## src/rtl/exp_pulse_gen_p.sv

```systemverilog
// exp_pulse_gen_p: periodic, exponentially decaying test pulse on a live
// baseline, with an optional second pulse (B) overlaid a programmable number
// of cycles after the main pulse (A). Feeds the filter-bank input samples.
module exp_pulse_gen_p #(
    parameter int DATA_W    = 12,
    parameter int PERIOD_W  = 16,
    parameter int DELAY_W   = 8,
    parameter int TAU_SHIFT = 4
) (
    input  logic                clk,
    input  logic                reset,
    input  logic                enable,
    input  logic                overlay,
    input  logic [PERIOD_W-1:0] period,
    input  logic [DELAY_W-1:0]  delay,
    input  logic [DATA_W-1:0]   amplitude,
    input  logic [DATA_W-1:0]   baseline,
    output logic [DATA_W-1:0]   output_data,
    output logic                trigger,
    output logic                busy
);
    // Two guard bits so baseline + two full-scale tails can never wrap.
    localparam int SUM_W = DATA_W + 2;

    typedef enum logic [1:0] {
        IDLE   = 2'd0,
        RUN    = 2'd1,
        WAIT_B = 2'd2
    } state_t;

    state_t              state;
    state_t              state_nxt;
    logic [PERIOD_W-1:0] cnt;
    logic [DELAY_W-1:0]  dcnt;
    logic [DATA_W-1:0]   acc_a;
    logic [DATA_W-1:0]   acc_b;
    logic [DATA_W-1:0]   amp_l;
    logic                vld_p0;

    logic                active;
    logic                fire_a;
    logic                fire_b;
    logic                b_same;
    logic                b_later;
    logic [SUM_W-1:0]    sum_p0;

    // One decay step; the minimum step of 1 guarantees small tails reach zero.
    function automatic logic [DATA_W-1:0] decay_step(input logic [DATA_W-1:0] acc);
        logic [DATA_W-1:0] step;
        step = acc >> TAU_SHIFT;
        if (step == '0) begin
            step = DATA_W'(1);
        end
        return (acc == '0) ? '0 : acc - step;
    endfunction

    // Clamp the widened sum to full-scale code.
    function automatic logic [DATA_W-1:0] sat_sum(input logic [SUM_W-1:0] sum);
        return (|sum[SUM_W-1:DATA_W]) ? '1 : sum[DATA_W-1:0];
    endfunction

    assign active  = enable && (period != '0);
    assign fire_a  = active && (state != IDLE) && (cnt == '0);
    // A has priority: a new A drops a B that would land on the same edge.
    assign fire_b  = active && (state == WAIT_B) && !fire_a && (dcnt == DELAY_W'(1));
    assign b_same  = fire_a && overlay && (delay == '0);
    assign b_later = overlay && (delay != '0);
    assign sum_p0  = SUM_W'(baseline) + SUM_W'(acc_a) + SUM_W'(acc_b);
    assign busy    = (state == WAIT_B) || (acc_a != '0) || (acc_b != '0);

    // Next-state logic: losing enable/period always returns to IDLE.
    always_comb begin
        state_nxt = state;
        if (!active) begin
            state_nxt = IDLE;
        end else if (state == IDLE) begin
            state_nxt = RUN;
        end else if (fire_a) begin
            state_nxt = b_later ? WAIT_B : RUN;
        end else if (fire_b) begin
            state_nxt = RUN;
        end
    end

    // Control: FSM state, period/delay counters and the A-fire strobe.
    always_ff @(posedge clk or negedge reset) begin
        if (!reset) begin
            state   <= IDLE;
            cnt     <= '0;
            dcnt    <= '0;
            vld_p0  <= 1'b0;
            trigger <= 1'b0;
        end else begin
            state   <= state_nxt;
            vld_p0  <= fire_a;
            trigger <= vld_p0;
            if (!active || (state == IDLE)) begin
                cnt  <= '0;
                dcnt <= '0;
            end else begin
                cnt <= fire_a ? (period - PERIOD_W'(1)) : (cnt - PERIOD_W'(1));
                if (fire_a) begin
                    if (overlay) begin
                        dcnt <= delay;
                    end
                end else if (state == WAIT_B) begin
                    dcnt <= dcnt - DELAY_W'(1);
                end
            end
        end
    end

    // Datapath: accumulator load/decay (p0), then saturated output sample.
    always_ff @(posedge clk or negedge reset) begin
        if (!reset) begin
            acc_a       <= '0;
            acc_b       <= '0;
            amp_l       <= '0;
            output_data <= '0;
        end else begin
            acc_a <= fire_a ? amplitude : decay_step(acc_a);
            if (b_same) begin
                acc_b <= amplitude;
            end else if (fire_b) begin
                acc_b <= amp_l;
            end else begin
                acc_b <= decay_step(acc_b);
            end
            if (fire_a) begin
                amp_l <= amplitude;
            end
            // p0 -> output stage
            output_data <= sat_sum(sum_p0);
        end
    end

endmodule

```

## config.mk

```make
export PLATFORM = sky130hd
export DESIGN_NAME = exp_pulse_gen_p
export DESIGN_NICKNAME = d
export VERILOG_FILES = /design/src/rtl/exp_pulse_gen_p.sv
export SDC_FILE = /design/constraint.sdc
export NUM_CORES = 1
export LEC_CHECK = 0
export ABC_AREA = 1
export CAP_MARGIN = 15
export CORE_AREA = 2 2 126 128
export CTS_CLUSTER_SIZE = 40
export DETAILED_ROUTE_END_ITERATION = 10
export DIE_AREA = 0 0 128 130
export GPL_ROUTABILITY_DRIVEN = 0
export PLACE_DENSITY = 0.53
export SLEW_MARGIN = 10
export SYNTH_ARGS = -nofsm -noshare
export SYNTH_HDL_FRONTEND = slang
export SYNTH_SLANG_ARGS = --single-unit
```

## constraint.sdc

```tcl
create_clock -name clk -period 3.8 [get_ports clk]
set_clock_uncertainty 0.1 [all_clocks]
set_input_delay 0.38 -clock clk [delete_from_list [all_inputs] [get_ports clk]]
set_output_delay 0.38 -clock clk [all_outputs]
set_load 0.01 [all_outputs]
```

; ---- Word level (Yosys, flattened, before mapping)
; Index checks and enable logic that the tools add are counted.
[totals]
latchBits = 0
regBits = 76
n_memories = 0
input_bits = 52
mem_bits_ro = 0
ramBits = 0
wordCells = 70
[classes]
reduce_logical = 29
n_mul = 0
div_mod_pow = 0
bitwise_logic = 0
shifts = 0
muxes = 21
n_eq_ne = 4
addsub = 7
n_lt_le_gt_ge = 0
[op_table]
columns = op, count
row1 = 12-bit two-way mux, 8
row2 = 12-bit zero test, 4
row3 = 8-bit two-way mux, 6
row4 = 16-bit two-way mux, 2
row5 = 16-bit by 1-bit subtractor with 16-bit output (second input constant), 2
row6 = 12-bit nonzero test, 2
row7 = 12-bit subtractor, 2
row8 = 16-bit zero test, 1
row9 = 16-bit nonzero test, 1
row10 = 13-bit by 12-bit adder with 14-bit output, 1
row11 = 12-bit by 12-bit adder with 13-bit output, 1
row12 = 2-bit two-way mux, 5
row13 = 1-bit logical AND, 9
row14 = 8-bit by 1-bit equality test with 1-bit output (second input constant), 1
row15 = 8-bit zero test, 1
row16 = 8-bit nonzero test, 1
row17 = 8-bit by 1-bit subtractor with 8-bit output (second input constant), 1
row18 = 4-bit by 1-bit != test with 1-bit output (second input constant), 1
row19 = 1-bit logical OR, 3
row20 = 3-bit by 2-bit != test with 1-bit output (second input constant), 1
row21 = 3-bit nonzero test, 1
row22 = 2-bit equality test (second input constant), 1
row23 = 1-bit zero test, 2
row24 = 2-bit zero test, 1
row25 = other kinds (3), 3

; ---- Depth between registers and ports, before layout
[depth]
ltp_word = 13
ltp_mapped = 19
ltp_nobuf = 19

; ---- Worst setup path after synthesis
; OpenSTA, ideal clock, no wires.
[synth_path]
kind = flip-flop to flip-flop
startpoint = register acc_a[1]
endpoint = register output_data[2]
arrival_time_ns = 2.700
path_slack_ns = 0.934
path_stages_with_launch = 17
setup_time_ns = 0.066
period_less_slack_ns = 2.866
required_ns = 3.634
path_buffers = 1
path_cell_list = dfrtp_1 -> fa_1 -> ha_1 -> inv_1 -> fa_1 -> o21ai_0 -> nand2_1 -> nand2_1 -> a21oi_1 -> o21ai_0 -> nand2_1 -> nand2_1 -> nand2_1 -> inv_1 -> o21ai_2 -> buf_6 -> nand2_1
[synth_between]
elab_chain_cells = 4
[synth_lines]
columns = item, line_no
row1 = "start, declared", 35  ; logic [DATA_W-1:0] acc_a;
row2 = "start signal, assigned", 121  ; acc_a <= fire_a ? amplitude : decay_step(acc_a);
row3 = 12-bit by 12-bit adder with 13-bit output *, 68  ; assign sum_p0 = SUM_W'(baseline) + SUM_W'(acc_a) + SUM_W'(acc_b);
row4 = 13-bit by 12-bit adder with 14-bit output *, 68
row5 = 2-bit OR reduction, 59  ; return (|sum[SUM_W-1:DATA_W]) ? '1 : sum[DATA_W-1:0];
row6 = 12-bit two-way mux *, 59
row7 = "end signal, assigned", 133  ; output_data <= sat_sum(sum_p0);
row8 = "end, declared", 18  ; output logic [DATA_W-1:0] output_data,
; Mark *: on every way between the ends. The rest lies on a longest branch, timed or not.
; A chain may end at the register's enable or synchronous reset.

; ---- Worst setup path after layout
[layout_path]
startpoint = input port baseline[1]
endpoint = register output_data[11]
[layout_between]
elab_chain_cells = 4
[layout_lines]
columns = item, line_no
row1 = "start, declared", 17  ; input logic [DATA_W-1:0] baseline,
row2 = 12-bit by 12-bit adder with 13-bit output *, 68
row3 = 13-bit by 12-bit adder with 14-bit output *, 68
row4 = 2-bit OR reduction, 59
row5 = 12-bit two-way mux *, 59
; Marks and branches as above.

==> results.md <==
* Hold_buf cts at 0
* Ant diodes at 0
* Post-CTS Setup Repair Bufs at 0
* Dpl hpwl at 10400 µm
* Synthesized area per cell at 7.60 µm²
* Commonest cells post-synth: 180 x nand2_1, 97 x inv_1, 79 x nor2_1
* I/O pins at 66
* GRT Util Overall at 0.172
* Crit path max fanout at 12
* Max-slew violation count at 0
* Worst-skew pair later-pin latency at 350 ps
* Data required, critical path at 3980 ps
* Max frequency at 315 MHz
* Final Cycle Share at 0.837
* Row Count at 46
* H-tree levels at 3
* DRT iter0 DRCs at 238
* Vias after detailed routing at 4615
* Top-count cell post-synth: nand2_1
* Synthesized flop and latch total at 76
* Vias per inst at 4.80
* Worst-Margin Slew at 992 ps
* Critical Path Source: baseline[1]
* Leading post-synthesis cells by cell area: dfrtp_1 36%, nand2_1 13%, ha_1 7.1%
* Final hold vios at 0
* WL/cell at 14.0 µm
* Syn Inst Count at 694
* Largest net degree at the start of global routing at 77
* IO buf count at 65
* Crit path capture type: flop
* R2R setup slack at 650 ps
* Critical Path Start Type: input pin
* Distinct cells, synth at 41
* Die width at 128 µm
* First-pass GRT wire length at 22600 µm
* RSZ-0062 raised after global routing: no
* Initial antenna violation count at 0
* Total routed wirelength at 13400 µm
* Area of the multi-input gates at 2920 µm²
* CTS resizes at 0
* Worst slew margin at 0.339
* Setup TNS at 0 ps
* Pre-Repair DR Iteration Count at 6
* Prevailing post-synth register cell: dfrtp_1
* Register area at 1900 µm²
* Syn nets at 791
* NumNets Final at 861
* Die area at 16600 µm²
* Register area share after synthesis at 0.360
* R2R cell count at 15
* Clock slew at reported path FFs at 60 ps
* DRC errors left at 0
* CTS tree: done
* Final setup viols at 0
* Num CTS Buffers at 9
* Status: complete, no violations
* Layout cells sized above 1 at 0.0598
* Reg-to-Reg Start: acc_a[1]
* Fin crit period at 3180 ps
* Area leader, netlist: dfrtp_1
* CTS Sinks at 76
* FFs w/ async S/R, synth at 1.00
* GR Overflow Total at 0
* Area grow syn2layout at 22.3%
* Netlist Area Pre-Place at 5280 µm²
* EDFF count, synth at 0
* Max-Cap Viols at 0
* Top cell type's share of synthesized area at 0.360
* Initial Util at 0.342
* Yosys Warn Count at 0
* Core area at 15400 µm²
* Vias in the first global route at 4768
* Routed Antenna Nets at 0
* Worst Hold Class: in2async
* Max Buffers Root-to-Sink at 2
* Fillers at 1584
* Die Span Y at 130 µm
* Worst Path Arrival at 3360 ps
* Root Buffer: clkbuf_16
* Worst Path Class, Setup: in2reg
[worst max-delay path, cell delays in order]
cell             delay [ps]
clkdlybuf4s50_1         440
fa_1                    550
ha_1                    170
inv_1                    60
fa_1                    390
o21ai_0                 310
nand2_1                  80
nand2_1                  70
a21oi_1                  80
o21ai_0                 260
nand2_1                  80
nand2_1                 100
nand2_1                  50
inv_1                    60
o21ai_2                 150
nand2_1                 100
[cell type report]
class,count,area share
clock inverter,6,0.0136
inverter,101,0.0587
sequential,76,0.295
clock buffer,10,0.0370
multi-input combinational,506,0.453
tap,192,0.0372
timing repair buffer,70,0.106
[routing by layer]
| layer | up-vias | wire, µm | global-route usage |
|---|---|---|---|
| li1 | 2364 | - | - |
| met1 | 2138 | 6190 | 0.214 |
| met2 | 97 | 6440 | 0.305 |
| met3 | 16 | 532 | 0.0258 |
| met4 | 0 | 265 | 0.0653 |
| met5 | - | 0 | 0 |
[registers in the layout, summed over array words and instances (netlist names)]
name,flops
acc_a,12
cnt,16
vld_p0,1
output_data,12
amp_l,12
acc_b,12
dcnt,8
trigger,1
state,2
[cell usage in the layout, fill, tap and decap left out, types with 2 or more instances in the layout]
cell type        instances
clkinvlp_4               3
a21oi_1                 38
o22ai_1                 10
o21ai_0                 43
nand3b_1                 2
dfrtp_1                 76
buf_4                    6
clkdlybuf4s50_1         64
nand3_4                  2
xor2_1                  18
o21ai_1                  4
bufinv_16                2
a21o_1                   3
nand2_1                180
nand2_2                  5
nand4_1                  8
nor4_1                   5
nor2_2                   4
fa_1                    15
inv_1                   97
a31oi_1                  3
nor2_1                  79
ha_1                    30
o31ai_1                  3
clkbuf_16                9
o211ai_1                 3
inv_2                    3
nor2_4                   3
or2_2                    2
nand3_1                 24
nor3_1                   2
xnor2_1                 11
[metrics by stage]
stage	instance area, µm²	utilization	setup WS, ps	std cells	hold WS, ps
CTS	6460	0.419	593	961	152
detailed placement	6130	0.397	248	945	237
floorplan	5280	-	934	694	-15.6
global placement	6130	0.397	298	945	236
global route	6460	0.419	270	961	197
finish	6460	0.419	621	961	92.1
[cell families after synthesis]
group	synth area share
xor gates and xnor gates	0.0481
buffers and inverters	0.0858
DFF	0.360
AOI/OAI and AO/OA	0.118
adders and majority gates	0.128
and+or+nand+nor	0.259
[path summary, 6_finish.rpt]
check / end
min in group clk: trigger
setup reg to reg: output_data[11]
max in group asynchronous: cnt[10]
hold / removal: output_data[3]
setup / recovery: output_data[11]
hold reg to reg: trigger
Power is not shown: default switching activity piles up to over one toggle a cycle in this logic, so the estimate is an artifact.
